<file path="src/rtl/pixel_write_sink.sv">
// Pixel write sink: buffers drawing-engine pixel writes in a small FIFO and streams them,
// or a full-screen clear, to a framebuffer port through a valid/ready output register.
module pixel_write_sink #(
    parameter int unsigned XSCREEN     = 640,
    parameter int unsigned YSCREEN     = 480,
    parameter int unsigned FIFO_DEPTH  = 8,
    parameter logic [8:0]  CLEAR_COLOR = 9'b111_111_111
) (
    input  logic        Clock,
    input  logic        Reset,
    input  logic [9:0]  VGA_x,
    input  logic [8:0]  VGA_y,
    input  logic [8:0]  VGA_color,
    input  logic        VGA_write,
    input  logic        clear_req,
    output logic [18:0] mem_addr,
    output logic [8:0]  mem_data,
    output logic        mem_we,
    input  logic        mem_ready,
    output logic        busy,
    output logic        overflow,
    output logic        oob
);

    localparam int unsigned AW    = 19;
    localparam int unsigned CW    = 9;
    localparam int unsigned PTR_W = (FIFO_DEPTH > 1) ? $clog2(FIFO_DEPTH) : 1;
    localparam int unsigned CNT_W = PTR_W + 1;
    localparam logic [AW-1:0]    LAST_ADDR = AW'(XSCREEN * YSCREEN - 1);
    localparam logic [CNT_W-1:0] FULL_CNT  = CNT_W'(FIFO_DEPTH);

    typedef struct packed {
        logic [AW-1:0] addr;
        logic [CW-1:0] color;
    } pix_t;

    typedef enum logic {
        IDLE  = 1'b0,
        CLEAR = 1'b1
    } state_t;

    state_t           state_q, state_d;
    pix_t             fifo_q [FIFO_DEPTH];
    logic [PTR_W-1:0] wr_ptr_q, rd_ptr_q;
    logic [CNT_W-1:0] count_q, count_d;
    logic [AW-1:0]    clr_cnt_q, clr_cnt_d;
    logic             clear_pend_q, clear_pend_d;
    logic [AW-1:0]    mem_addr_q, mem_addr_d;
    logic [CW-1:0]    mem_data_q, mem_data_d;
    logic             mem_we_q, mem_we_d;
    logic             busy_q, busy_d;
    logic             overflow_q, overflow_d;
    logic             oob_q, oob_d;

    logic             in_range_c;
    logic             fifo_full_c;
    logic             fifo_empty_c;
    logic             out_free_c;
    logic             enq_c;
    logic             deq_c;
    pix_t             in_pix_c;
    pix_t             head_c;

    // Incoming pixel decode; address is row*width + column at framebuffer width
    always_comb begin
        in_range_c     = (11'(VGA_x) < 11'(XSCREEN)) && (10'(VGA_y) < 10'(YSCREEN));
        in_pix_c.addr  = (AW'(VGA_y) * AW'(XSCREEN)) + AW'(VGA_x);
        in_pix_c.color = VGA_color;
        head_c         = fifo_q[rd_ptr_q];
        fifo_full_c    = (count_q == FULL_CNT);
        fifo_empty_c   = (count_q == '0);
        out_free_c     = !mem_we_q || mem_ready;
    end

    // Next-state, output-register and FIFO control
    always_comb begin
        state_d      = state_q;
        clr_cnt_d    = clr_cnt_q;
        clear_pend_d = clear_pend_q;
        mem_addr_d   = mem_addr_q;
        mem_data_d   = mem_data_q;
        mem_we_d     = mem_we_q;
        deq_c        = 1'b0;

        if (mem_we_q && mem_ready) begin
            mem_we_d = 1'b0;
        end

        case (state_q)
            IDLE: begin
                if ((clear_req || clear_pend_q) && out_free_c) begin
                    state_d      = CLEAR;
                    clear_pend_d = 1'b0;
                    mem_we_d     = 1'b1;
                    mem_addr_d   = '0;
                    mem_data_d   = CLEAR_COLOR;
                    clr_cnt_d    = AW'(1);
                end else begin
                    if (clear_req) begin
                        clear_pend_d = 1'b1;
                    end
                    if (out_free_c && !fifo_empty_c) begin
                        deq_c      = 1'b1;
                        mem_we_d   = 1'b1;
                        mem_addr_d = head_c.addr;
                        mem_data_d = head_c.color;
                    end
                end
            end
            CLEAR: begin
                // clr_cnt_q holds the next address to issue once the current one transfers
                if (mem_we_q && mem_ready) begin
                    if (mem_addr_q == LAST_ADDR) begin
                        state_d = IDLE;
                    end else begin
                        mem_we_d   = 1'b1;
                        mem_addr_d = clr_cnt_q;
                        mem_data_d = CLEAR_COLOR;
                        clr_cnt_d  = clr_cnt_q + AW'(1);
                    end
                end
            end
            default: begin
                state_d = IDLE;
            end
        endcase

        enq_c = VGA_write && in_range_c && (!fifo_full_c || deq_c);

        case ({enq_c, deq_c})
            2'b10:   count_d = count_q + CNT_W'(1);
            2'b01:   count_d = count_q - CNT_W'(1);
            default: count_d = count_q;
        endcase

        overflow_d = overflow_q || (VGA_write && in_range_c && fifo_full_c && !deq_c);
        oob_d      = oob_q || (VGA_write && !in_range_c);
        busy_d     = (state_d == CLEAR) || (count_d != '0) || mem_we_d;
    end

    always_ff @(posedge Clock) begin
        if (Reset) begin
            state_q      <= IDLE;
            wr_ptr_q     <= '0;
            rd_ptr_q     <= '0;
            count_q      <= '0;
            clr_cnt_q    <= '0;
            clear_pend_q <= 1'b0;
            mem_addr_q   <= '0;
            mem_data_q   <= '0;
            mem_we_q     <= 1'b0;
            busy_q       <= 1'b0;
            overflow_q   <= 1'b0;
            oob_q        <= 1'b0;
        end else begin
            state_q      <= state_d;
            count_q      <= count_d;
            clr_cnt_q    <= clr_cnt_d;
            clear_pend_q <= clear_pend_d;
            mem_addr_q   <= mem_addr_d;
            mem_data_q   <= mem_data_d;
            mem_we_q     <= mem_we_d;
            busy_q       <= busy_d;
            overflow_q   <= overflow_d;
            oob_q        <= oob_d;
            if (enq_c) begin
                wr_ptr_q <= wr_ptr_q + PTR_W'(1);
            end
            if (deq_c) begin
                rd_ptr_q <= rd_ptr_q + PTR_W'(1);
            end
        end
    end

    // Storage needs no reset; pointers and count define validity
    always_ff @(posedge Clock) begin
        if (enq_c) begin
            fifo_q[wr_ptr_q] <= in_pix_c;
        end
    end

    assign mem_addr = mem_addr_q;
    assign mem_data = mem_data_q;
    assign mem_we   = mem_we_q;
    assign busy     = busy_q;
    assign overflow = overflow_q;
    assign oob      = oob_q;

endmodule

</file>
<file path="config.mk">
export PLATFORM = sky130hd
export DESIGN_NAME = pixel_write_sink
export DESIGN_NICKNAME = d
export VERILOG_FILES = /design/src/rtl/pixel_write_sink.sv
export SDC_FILE = /design/constraint.sdc
export NUM_CORES = 1
export LEC_CHECK = 0
export BUFFER_PORTS_ARGS = -buffer_cell sky130_fd_sc_hd__buf_2
export CELL_PAD_IN_SITES_DETAIL_PLACEMENT = 1
export CELL_PAD_IN_SITES_GLOBAL_PLACEMENT = 2
export CORE_MARGIN = 2
export CORE_UTILIZATION = 25
export DETAILED_ROUTE_END_ITERATION = 8
export HOLD_SLACK_MARGIN = 0.03
export MAX_ROUTING_LAYER = met4
export PLACE_DENSITY_LB_ADDON = 0.1
export SYNTH_ARGS = -nofsm -noshare
export SYNTH_HDL_FRONTEND = slang
export SYNTH_SLANG_ARGS = --single-unit
</file>
<file path="constraint.sdc">
create_clock -name Clock -period 10 [get_ports Clock]
set_input_delay 2 -clock Clock [delete_from_list [all_inputs] [get_ports Clock]]
set_output_delay 2 -clock Clock [all_outputs]
set_load 0.01 [all_outputs]
</file>
* Word level (Yosys, flattened, before mapping)
Memory sizes are Yosys's and may differ from the RTL's. A register that Yosys moved wholly into a read port is not among the register bits.
Cells that the tools add are included.
** Storage, ports and cells
- Register bits :: 63
- Bits in writable memories :: 224
- Bits of input ports :: 33
- Output and inout port bits :: 32
- Memories kept :: 1
** Memory list
- fifo_q :: words 8, width 28, rd ports 1, clocked after memory_dff 1, wr ports 1, RTL line 43 : pix_t fifo_q [FIFO_DEPTH];
** Cells by class
- Add/subtract/negate cells :: 6
- $mul :: 1
- $lt $le $gt $ge :: 2
- Equal/unequal tests :: 8
- Multiplexer cells :: 34
- Bitwise logic cells :: 1
- Reduce and logical (&&, ||, !) cells :: 27
** Operator list (number)
- $mux W19 :: 7
- $pmux W19 S2 :: 2
- $mux W9 :: 4
- $add A19 B1 Y19 const B :: 1
- $add A19 B10 Y19 :: 1
- $eq A19 B19 Y1 const B :: 1
- $pmux W9 S2 :: 1
- $mux W1 :: 15
- $mul A9 B3 Y12 const B :: 1
- $lt A10 B10 Y1 const B :: 1
- $logic_and A1 B1 Y1 :: 9
- $lt A9 B9 Y1 const B :: 1
- $pmux W4 S2 :: 1
- $logic_or A1 B1 Y1 :: 7
- $add A3 B1 Y3 const B :: 2
- $mux W3 :: 2
- $reduce_and A3 Y1 :: 2
- $logic_not A1 Y1 :: 5
- $add A4 B1 Y4 const B :: 1
- $eq A4 B4 Y1 const B :: 1
- $logic_not A4 Y1 :: 1
- $ne A2 B2 Y1 const B :: 2
- $pmux W1 S2 :: 2
- $reduce_bool A4 Y1 :: 1
- other kinds (8) :: 8

* Depth between registers and ports, before layout
Gate-level depths: netlist (run 1).
- Depth after elaboration :: 13
- Gate-level depth with buffers :: 10
- Depth with buffers taken out :: 9

* Least setup slack after synthesis (run 1)
Ideal clock, no wire load.
- Kind :: input-to-reg
- From :: input port clear_req
- To :: memory fifo_q[0][0] in the netlist's numbering (enable)
- Arrival :: 5.455 ns
- Data required time :: 9.516 ns
- Slack :: 4.061 ns
- Stages on the path :: 5
- Path buffers :: 1
- Path through :: or2_1 > buf_6 > o31ai_1 > nand2_1 > nor4_1
** On the way
- Word-level cells in the longest chain between the ends :: 8
** Ends and longest elaborated chain
- start: declaration :: RTL line 15 : input logic clear_req,
- $logic_or A1 B1 Y1 :: RTL line 91 : if ((clear_req || clear_pend_q) && out_free_c) begin
- $logic_and A1 B1 Y1 :: RTL line 91
- $mux W1 :: RTL line 91
- $mux W1 :: RTL line 89 : case (state_q)
- $logic_or A1 B1 Y1 :: RTL line 128 : enq_c = VGA_write && in_range_c && (!fifo_full_c || deq_c);
- $logic_and A1 B1 Y1 :: RTL line 128
- $mux W1 :: RTL line 177 : if (enq_c) begin
- $mux W1 (implied by the code) :: RTL line 178 : fifo_q[wr_ptr_q] <= in_pix_c;
- end: declaration :: RTL line 43
Every way passes these cells.

==> summary.md, run 1 <==
| Metric | Value |
|---|---|
| DR WL/cell | 20.9 um |
| Die span in y | 223 um |
| Placed Cells | 1420 |
| Setup CP Type | in2reg |
| DRC | 0 |
| Port bufs | 64 |
| Detailed Route WL | 31000 um |
| Final Hold Vio Count | 0 |
| Post-Route Utilization | 29.7% |
| Worst path cell trace | buf_2 -> ha_1 -> ha_1 -> fa_1 -> a211oi_1 -> o21ai_0 -> a211oi_1 -> nand4_1 -> nor2_1 -> a2bb2oi_1 |
| Starting density of the core | 25.3% |
| Combinational share of power | 11.8% |
| RSZ-0062 raised after global routing | no |
| Number of synthesized flops with an enable pin | 224 |
| Fin Setup TNS | 0 ns |
| Clock power frac | 40.4% |
| Async SR Flop Fraction | 0% |
| Cts hold-fix bufs | 0 |
| Dominant cells by area after synthesis | edfxtp_1 (56%), dfxtp_1 (11%), mux4_2 (10%) |
| Max-slew violations | 0 |
| DP Area | 13100 sq um |
| Grt ovf | 0 |
| First-pass GRT wire length | 47100 um |
| Mean post-synth cell area | 15.8 sq um |
| Die Wd | 223 um |
| Share of cells above drive strength 1 | 24.0% |
| Post-DP HPWL | 19800 um |
| Via count | 6843 |
| Vias per cell | 4.61 |
| Unique masters post-synth | 62 |
| Net Sw Power | 0.740 mW |
| DRT antenna net count | 0 |
| Largest net degree at the start of global routing | 54 |
| Setup Skew | 0.0178 ns |
| Sequential power share | 47.8% |
| Synth Net Count | 819 |
| H-Tree Depth | 2 |
| Crit-path max FO | 8 |
| Setup Fix Bufs, Post-CTS | 0 |
| Vias in the first global route | 7350 |
| Main synth FF type | edfxtp_1 |
| Layout fillers | 4973 |
| Clock Latency Late Sink | 0.53 ns |
| First drt pass iteration count | 4 |
| Die area | 49900 sq um |
| Row count | 80 |
| Area Growth Syn to Fin | 17.7% |
| Total power | 2.95 mW |
| Clock sinks | 290 |
| Relative slew margins | 23.5% |
| Tmin final | 4.59 ns |
| CP peak stage delay | 0.48 ns |
| Synth top area share | 55.9% |
| Initial antenna violation count | 0 |
| CP required | 10.24 ns |
| Ys Warns | 0 |
| LEAKAGE | 4.60 nW |
| Largest area contributor in the netlist | edfxtp_1 |
| Core box area | 47600 sq um |
| Multi-input logic area | 3810 sq um |
| Clock transition at path regs | 0.06 ns |
| Slowest cell on the critical path | a2bb2oi_1 |
| Num ports | 65 |
| CTS resizes | 0 |
| CTS root buf | clkbuf_16 |
| Outcome | finished clean |
| NumNets Final | 897 |
| Dominant cell by count in the synthesized netlist | edfxtp_1 |
| Post-Layout Inst Area | 14200 sq um |
| Seq cells post-synth | 290 |
| Min-delay worst type | reg2reg |
| Final Non-Filler Cells | 1483 |
| Maximum clock frequency | 0.218 GHz |
| Tightest Pin Transition | 1.14 ns |
| Crit share post-route | 45.9% |
| Gr usage total | 13.0% |
| Power Dens Cells | 209 nW/um^2 |
| Seq/Total Area, Yosys | 66.8% |
| Bufs on Longest Clock Path | 3 |
| Register area | 8060 sq um |
| First DRT Iteration DRCs | 438 |
| Cell area after synthesis | 12000 sq um |
| Critical path endpoint category | register |
| CP Launch Type | input pin |
| Pint | 2.21 mW |
| Total CTS buffers | 34 |
| Final-report setup violation count | 0 |
| Switching Share | 25.1% |
| TritonCTS clock tree | yes |
| Gpl congestion | 0.702 |
| Synth Instances | 763 |
| # Max-Cap Violations | 0 |
| CP arrival | 4.83 ns |
| Most frequent cells after synthesis | edfxtp_1 (224), nor2_1 (82), dfxtp_1 (66), mux4_2 (56), a21oi_1 (36) |
| Worst VDD drop | 0.118 mV |
[area by class of cell]
cell class	instances	share of cell area (%)
timing repair buffer	77	2.95
sequential	290	56.9
clock buffer	41	6.19
multi-input combinational	429	26.9
antenna	1	0.0177
tap	615	5.43
clock inverter	21	1.38
inverter	9	0.238
[path summary, 6_finish.rpt]
kind                            startpoint            end  slack (ns)  depth (start not counted)
worst max-delay path              VGA_y[1]  fifo_q[5][27]        5.41                         10
worst min-delay path                   oob            oob        0.46                          2
worst max register to register  count_q[0]           busy        6.93                          8
worst min register to register         oob            oob        0.46                          2
[registers in the layout, summed over array words and instances (netlist names), 3 cells and up, named ones only]
signal	cells
mem_data	9
clr_cnt_q	19
wr_ptr_q	3
fifo_q	224
mem_addr	19
count_q	4
rd_ptr_q	3
[cell usage in the layout, fill, tap and decap left out, drive strengths merged, types with 4 or more instances in the layout]
cell / n
nand3: 13
inv: 11
a211oi: 24
xnor2: 11
clkbuf: 41
nor2: 82
mux2i: 30
nor3: 11
a311oi: 7
nand2b: 4
nor4: 5
or3: 9
edfxtp: 224
o21a: 4
nor2b: 4
and3: 6
xor2: 13
buf: 77
clkinv: 15
o211ai: 5
a21oi: 37
o21ai: 14
ha: 21
nand2: 23
nand4: 9
dfxtp: 66
mux4: 56
[worst max-delay path, delay by kind of cell]
kind | cells | cell delay [ns]
and+or+nand+nor | 2 | 0.32
adders and majority gates | 3 | 0.94
AOI/OAI and AO/OA | 4 | 1.46
buffers and inverters | 1 | 0.12
[cells by family after synthesis]
group,share of synthesized area (%)
AOI/OAI and AO/OA,6.14
xor gates and xnor gates,1.94
adders and majority gates,2.51
buffers and inverters,1.78
DFF,66.8
muxes,13.2
and+or+nand+nor,7.61
[power by group through the flow]
| stage | sequential (mW) | clock [mW] | combinational (mW) |
|---|---|---|---|
| 6_report | 1.41 | 1.19 | 0.349 |
| 5_1_grt | 1.42 | 1.28 | 0.391 |
| 4_1_cts | 1.41 | 1.24 | 0.359 |
| 3_5_place_dp | 1.44 | 0 | 0.358 |
| 3_3_place_gp | 1.44 | 0 | 0.352 |
| 2_1_floorplan | 1.43 | 0 | 0.240 |
[metal layers]
metal	GRT usage, %	up-vias	part of all wire, %
li1	-	3158	-
met1	16.7	3528	45
met2	21.3	110	48
met3	2.08	47	3.8
met4	3.89	0	2.5
met5	-	-	0
[through the flow]
step	worst slack, ns	hold WS [ns]
2_1_floorplan	4.06	0.453
3_3_place_gp	5.00	0.456
3_5_place_dp	4.81	0.459
4_1_cts	5.35	0.473
5_1_grt	5.10	0.504
6_report	5.41	0.463
Note: power is estimated with default switching activity, not from simulation.
==> run 2, diff against run 1 <==
==> constraint.sdc (replaced) <==
create_clock -name Clock -period 4.74 [get_ports Clock]
set_input_delay 0.948 -clock Clock [delete_from_list [all_inputs] [get_ports Clock]]
set_output_delay 0.948 -clock Clock [all_outputs]
set_load 0.01 [all_outputs]
==> run 2 against run 1 <==
Clock skew fell by 0.0023 ns. Core utilization rose by 0.11 points. Combinational power rose by 110%. First-iteration DRC count fell by 1.4%. Clock-buffer cell count rose by 3. Critical path type unchanged. Critical endpoint is now fifo_q[4][27].
==> summary.md, run 2 (synthesis gave the netlist of run 1 again) <==
| Metric | Value |
|---|---|
| First-pass GRT wire length | 48300 um (was 47100 um) |
| Die area | 49900 sq um (unchanged) |
| Crit share post-route | 76.1% |
| LEAKAGE | 4.63 nW (was 4.60 nW) |
| Placed Cells | 1431 (was 1420) |
| First DRT Iteration DRCs | 432 (was 438) |
| Critical path endpoint category | register (unchanged) |
| Crit-path max FO | 8 (unchanged) |
| NumNets Final | 908 (was 897) |
| Row count | 80 (unchanged) |
| Max-slew violations | 0 (unchanged) |
| # diodes | 0 (was 1) |
| Final Hold Vio Count | 0 (unchanged) |
| Worst Setup EP | fifo_q[4][27] (was fifo_q[5][27]) |
| Die span in y | 223 um (unchanged) |
| Layout fillers | 4983 (was 4973) |
| Gr usage total | 13.4% (was 13.0%) |
| Clock Latency Late Sink | 0.53 ns (about the same) |
| DRC | 0 (unchanged) |
| Most frequent cells in the layout | edfxtp_1 (224), nor2_1 (79), buf_2 (64) (unchanged) |
| Clock sinks | 290 (unchanged) |
| Area Growth Syn to Fin | 18.1% (was 17.7%) |
| Worst VDD drop | 0.152 mV (was 0.118 mV) |
| TritonCTS clock tree | yes (unchanged) |
| Register area | 8060 sq um (unchanged) |
| Most common cell after layout, fill and taps aside | edfxtp_1 (unchanged) |
| Setup Skew | 0.0155 ns (was 0.0178 ns) |
| Final Non-Filler Cells | 1492 (was 1483) |
| First drt pass iteration count | 4 (unchanged) |
| CTS root buf | clkbuf_16 (unchanged) |
| Min-delay worst type | reg2reg (unchanged) |
| Reg-to-Reg End | fifo_q[5][15] (was busy) |
| CP Launch Type | input pin (unchanged) |
| Setup Fix Bufs, Post-CTS | 0 (unchanged) |
| Initial antenna violation count | 0 (unchanged) |
| H-Tree Depth | 2 (unchanged) |
| Tmin final | 3.61 ns |
| Share of cells above drive strength 1 | 24.2% (was 24.0%) |
| Cts hold-fix bufs | 0 (unchanged) |
| Worst R2R Start | state_q (was count_q[0]) |
| Vias per cell | 4.58 (was 4.61) |
| Core box area | 47600 sq um (unchanged) |
| Post-DP HPWL | 21000 um (was 19800 um) |
| Fin Setup TNS | 0 ns (unchanged) |
| # Max-Cap Violations | 0 (unchanged) |
| Bufs on Longest Clock Path | 3 (unchanged) |
| CP arrival | 3.85 ns (was 4.83 ns) |
| Vias in the first global route | 7433 (was 7350) |
| Multi-input logic area | 3820 sq um (was 3810 sq um) |
| CP startpoint | VGA_y[1] (unchanged) |
| Outcome | finished clean (unchanged) |
| Largest net degree at the start of global routing | 57 (was 54) |
| Num ports | 65 (unchanged) |
| Max reg flops | 224 (unchanged) |
| Power Dens Cells | 434 nW/um^2 (was 209 nW/um^2) |
| CP required | 4.99 ns (was 10.24 ns) |
| Die Wd | 223 um (unchanged) |
| Setup CP Type | in2reg (unchanged) |
| Maximum clock frequency | 0.277 GHz |
| Tightest Pin Transition | 1.09 ns (was 1.14 ns) |
| Top reg by flops | fifo_q (unchanged) |
| FF-to-FF path depth | 7 (was 8) |
| Worst R2R Setup Slack | 1.85 ns (was 6.93 ns) |
| Starting density of the core | 25.3% (unchanged) |
| Clock transition at path regs | 0.06 ns (about the same) |
| DRT antenna net count | 0 (unchanged) |
| CTS resizes | 0 (unchanged) |
| Total CTS buffers | 34 (unchanged) |
| Gpl congestion | 0.704 (was 0.702) |
| DR WL/cell | 21.4 um (was 20.9 um) |
| Detailed Route WL | 31900 um (was 31000 um) |
| Grt ovf | 0 (unchanged) |
| Final-report setup violation count | 0 (unchanged) |
| RSZ-0062 raised after global routing | no (unchanged) |
| Port bufs | 64 (unchanged) |
| Relative slew margins | 27.4% (was 23.5%) |
| Via count | 6829 (was 6843) |
==> run 2: changes by cell type in the layout (fill, tap and decap cells not counted), sizes merged <==
cell / previous run / this run
buf: 77 / 88
bufinv: 3 / 1
clkbuf: 41 / 44
clkinv: 15 / 14
clkinvlp: 1 / 0
diode: 1 / 0
==> run 2: layer usage <==
layer / part of all wire [%] / GRT usage [%]
met2: 48 / 21.8
met5: 0 / -
met3: 3.0 / 1.98
met4: 2.0 / 3.61
met1: 47 / 17.6
==> run 2: cell type report <==
cell class              count  share of cell area [%]
clock buffers              44                    6.47
clock inverters            17                   0.818
inverters                   9                   0.238
multi-input cells         429                    26.9
flip-flops and latches    290                    56.7
well taps                 615                    5.41
repair buffers             88                    3.52
==> run 2: stage by stage <==
stage | setup WS, ns | instance area [sq um] | power (mW) | utilization (%) | hold slack, ns
final | 1.13 | 14200 | 6.18 | 29.8 | 0.486
after global routing | 0.831 | 14200 | 6.46 | 29.8 | 0.528
after CTS | 1.09 | 14200 | 6.30 | 29.8 | 0.492
after detailed placement | 0.543 | 13200 | 3.80 | 27.7 | 0.484
after global placement | 0.691 | 13200 | 3.78 | 27.7 | 0.480
after floorplan | 0.575 | 12000 | 3.51 | - | 0.453
==> run 2: worst min-delay path by stage <==
stage,startpoint,endpoint,slack [ns],cells past startpoint
after floorplan,clr_cnt_q[8],clr_cnt_q[8],0.45,2
after global placement,oob,oob,0.48,2
after detailed placement,clr_cnt_q[8],clr_cnt_q[8],0.48,2
after CTS,clr_cnt_q[8],clr_cnt_q[8],0.49,2
after global routing,clr_cnt_q[1],clr_cnt_q[1],0.53,2
final,clr_cnt_q[8],clr_cnt_q[8],0.49,2
==> run 2: power breakdown <==
group | switching [mW] | internal [mW] | leakage, nW
Sequential | 0.103 | 2.89 | 2.57
Combinational | 0.430 | 0.299 | 1.56
Clock | 1.03 | 1.43 | 0.508
==> run 2: critical path: stages <==
cell and delay [ns]:
buf_2 0.12, ha_1 0.29, ha_1 0.22, fa_1 0.41, a211oi_1 0.39, o21ai_0 0.20, a211oi_1 0.45, nand4_1 0.19
nor2_1 0.14, a2bb2oi_1 0.50
==> run 3, diff against run 2 <==
--- a/config.mk
+++ b/config.mk
@@ -5,6 +5,7 @@
 export SDC_FILE = /design/constraint.sdc
 export NUM_CORES = 1
 export LEC_CHECK = 0
+export ABC_AREA = 1
 export BUFFER_PORTS_ARGS = -buffer_cell sky130_fd_sc_hd__buf_2
 export CELL_PAD_IN_SITES_DETAIL_PLACEMENT = 1
 export CELL_PAD_IN_SITES_GLOBAL_PLACEMENT = 2
==> constraint.sdc (replaced) <==
create_clock -name Clock -period 3.3 [get_ports Clock]
set_input_delay 0.66 -clock Clock [delete_from_list [all_inputs] [get_ports Clock]]
set_output_delay 0.66 -clock Clock [all_outputs]
set_load 0.01 [all_outputs]
==> run 3 against run 2 <==
Critical path depth down 1. Global-route usage up 2.4 points. Die area up 2.9%. Clock skew up 0.0033 ns. Via count up 28%. Power up 53%. Sequential power up 42%. Critical endpoint is now fifo_q[6][25].
==> summary.md, run 3 <==
| Metric | Value |
|---|---|
| NumNets Final | 1274 (was 908) |
| Crit-path max FO | 8 (unchanged) |
| Bufs on Longest Clock Path | 3 (unchanged) |
| Main synth FF type | edfxtp_1 (unchanged) |
| Synth Instances | 1143 (was 763) |
| Worst VDD drop | 0.284 mV (was 0.152 mV) |
| Port bufs | 64 (unchanged) |
| Seq/Total Area, Yosys | 64.9% (was 66.8%) |
| Max-slew violations | 0 (unchanged) |
| RSZ-0062 raised after global routing | no (unchanged) |
| Largest net degree at the start of global routing | 67 (was 57) |
| Maximum clock frequency | 0.355 GHz |
| Most frequent cells after synthesis | edfxtp_1 (224), nand2_1 (164), nor2_1 (151), o21ai_0 (129), nand3_1 (81) (was edfxtp_1 (224), nor2_1 (82), dfxtp_1 (66), mux4_2 (56), a21oi_1 (36)) |
| Initial antenna violation count | 0 (unchanged) |
| H-Tree Depth | 2 (unchanged) |
| Tightest Pin Transition | 0.686 ns (was 1.09 ns) |
| Cell area after synthesis | 12400 sq um (was 12000 sq um) |
| Tmin final | 2.82 ns |
| Setup Skew | 0.0188 ns (was 0.0155 ns) |
| Cts hold-fix bufs | 0 (unchanged) |
| Area Growth Syn to Fin | 20.2% (was 18.1%) |
| Mean post-synth cell area | 10.9 sq um (was 15.8 sq um) |
| Number of synthesized flops with an enable pin | 224 (unchanged) |
| Critical path endpoint category | register (unchanged) |
| Worst slack, placed | -0.0467 ns (was 0.543 ns) |
| Combinational share of power | 13.4% (was 11.8%) |
| DRC | 0 (unchanged) |
| Async SR Flop Fraction | 0% (unchanged) |
| Total CTS buffers | 36 (was 34) |
| Layout fillers | 5444 (was 4983) |
| Outcome | finished clean (unchanged) |
| Die Wd | 227 um (was 223 um) |
| # Max-Cap Violations | 0 (unchanged) |
| CP Launch Type | input pin (unchanged) |
| Largest area contributor in the netlist | edfxtp_1 (unchanged) |
| Ys Warns | 0 (unchanged) |
| CTS root buf | clkbuf_16 (unchanged) |
| Switching Share | 26.6% (was 25.3%) |
| Clock transition at path regs | 0.05 ns (was 0.06 ns) |
| Unique masters post-synth | 43 (was 62) |
| First-pass GRT wire length | 58000 um (was 48300 um) |
| Most frequent cells in the layout | edfxtp_1 (224), nand2_1 (164), nor2_1 (143) (was edfxtp_1 (224), nor2_1 (79), buf_2 (64)) |
| Synth Net Count | 1199 (was 819) |
| Seq cells post-synth | 290 (unchanged) |
| Total power | 9.46 mW (was 6.18 mW) |
| Clock Latency Late Sink | 0.54 ns (was 0.53 ns) |
| DP Area | 13700 sq um (was 13200 sq um) |
| Setup CP Type | in2reg (unchanged) |
| Relative slew margins | 53.8% (was 27.4%) |
| Synth top area share | 54.2% (was 55.9%) |
| Via count | 8742 (was 6829) |
| CP arrival | 3.08 ns (was 3.85 ns) |
| Power Dens Cells | 634 nW/um^2 (was 434 nW/um^2) |
| Min-delay worst type | in2reg (was reg2reg) |
| First drt pass iteration count | 4 (unchanged) |
| Placed Cells | 1844 (was 1431) |
| Gr usage total | 15.9% (was 13.4%) |
| Net Sw Power | 2.52 mW (was 1.56 mW) |
| Gpl congestion | 0.716 (was 0.704) |
| Crit share post-route | 85.3% |
| Die span in y | 227 um (was 223 um) |
| Top reg by flops | fifo_q (unchanged) |
| Die area | 51400 sq um (was 49900 sq um) |
| TritonCTS clock tree | yes (unchanged) |
| Detailed Route WL | 38700 um (was 31900 um) |
| Vias in the first global route | 9007 (was 7433) |
| Pint | 6.94 mW (was 4.62 mW) |
| Post-Route Utilization | 30.5% (was 29.8%) |
| Row count | 81 (was 80) |
| Most common cell after layout, fill and taps aside | edfxtp_1 (unchanged) |
| Final Non-Filler Cells | 1909 (was 1492) |
| First DRT Iteration DRCs | 421 (was 432) |
| Post-route worst setup slack | 0.485 ns (was 1.13 ns) |
| Final-report setup violation count | 0 (unchanged) |
| Post-Layout Inst Area | 14900 sq um (was 14200 sq um) |
| DR WL/cell | 20.3 um (was 21.4 um) |
| Vias per cell | 4.58 (about the same) |
| Dominant cell by count in the synthesized netlist | edfxtp_1 (unchanged) |
| Final Hold Vio Count | 0 (unchanged) |
| Max reg flops | 224 (unchanged) |
| Clock sinks | 290 (unchanged) |
| Core box area | 49000 sq um (was 47600 sq um) |
| Setup Fix Bufs, Post-CTS | 0 (unchanged) |
| # diodes | 0 (unchanged) |
| Share of cells above drive strength 1 | 14.7% (was 24.2%) |
| DRT antenna net count | 0 (unchanged) |
| Grt ovf | 0 (unchanged) |
| Starting density of the core | 25.3% (about the same) |
| Post-DP HPWL | 24300 um (was 21000 um) |
| Num ports | 65 (unchanged) |
| CP required | 3.56 ns (was 4.99 ns) |
| Clock power frac | 41.6% (was 39.8%) |
| CTS resizes | 0 (unchanged) |
| LEAKAGE | 5.26 nW (was 4.63 nW) |
| Dominant cells by area after synthesis | edfxtp_1 (54%), dfxtp_1 (11%), o21ai_0 (5.2%) (was edfxtp_1 (56%), dfxtp_1 (11%), mux4_2 (10%)) |
| Sequential power share | 45.0% (was 48.4%) |
run 3: changes by cell type after synthesis, sizes merged, moves of 21 or more:
cell	previous run	this run
o21ai	14	137
a211oi	24	0
nand3	13	84
mux2i	30	0
inv	9	65
a31oi	2	23
o221ai	0	30
nor2	82	154
nand2	23	168
mux4	56	0
run 3: area by class of cell:
type	instances	area (sq um)	area share, %
timing repair buffer	98	738	4.95
multi-input combinational	727	3860	25.9
tap	664	831	5.57
inverter	65	246	1.65
clock buffer	44	973	6.53
clock inverter	21	203	1.36
sequential	290	8050	54.0
run 3: worst max-delay path, stage by stage:
cell     delay (ns)
buf_2          0.12
ha_1           0.29
ha_1           0.25
fa_1           0.42
a21oi_1        0.17
o21ai_0        0.13
xor2_1         0.21
nor3_1         0.33
xor2_1         0.50
run 3: final timing paths:
kind | start | end | slack, ns | cells past startpoint
worst max-delay path | VGA_y[1] | fifo_q[6][25] | 0.48 | 9
worst min-delay path | VGA_write | oob | 0.39 | 3
worst min register to register | mem_data[1] | mem_data[1] | 0.46 | 2
worst max register to register | mem_addr[9] | mem_data[8] | 1.02 | 8
run 3: per-layer routing:
layer | track usage (%) | wire, um
met5 | - | 0
met4 | 5.05 | 922
met3 | 2.55 | 1170
met2 | 25.9 | 18400
met1 | 20.1 | 18200
run 3: power by group through the flow:
stage | clock network [mW] | registers, mW | logic [mW]
6_report | 3.94 | 4.25 | 1.26
5_1_grt | 4.22 | 4.28 | 1.43
3_5_place_dp | 0 | 4.34 | 1.30
2_1_floorplan | 0 | 4.32 | 0.750
3_3_place_gp | 0 | 4.34 | 1.29
4_1_cts | 4.10 | 4.26 | 1.31
run 3: metrics by stage:
step | hold slack, ns | setup TNS (ns)
global route | 0.376 | 0
detailed placement | 0.450 | -0.666
CTS | 0.350 | 0
floorplan | 0.433 | 0
finish | 0.386 | 0
global placement | 0.440 | 0
run 3: kinds of logic (layout without fill, tap and decap cells):
logic type	after synthesis	count (layout)	share of synthesized area (%)
simple gates	435	435	15.0
flops	290	290	64.9
compound gates	250	250	11.8
buf+inv	126	228	4.45
fa+ha+maj	23	23	2.44
xor+xnor	19	19	1.34
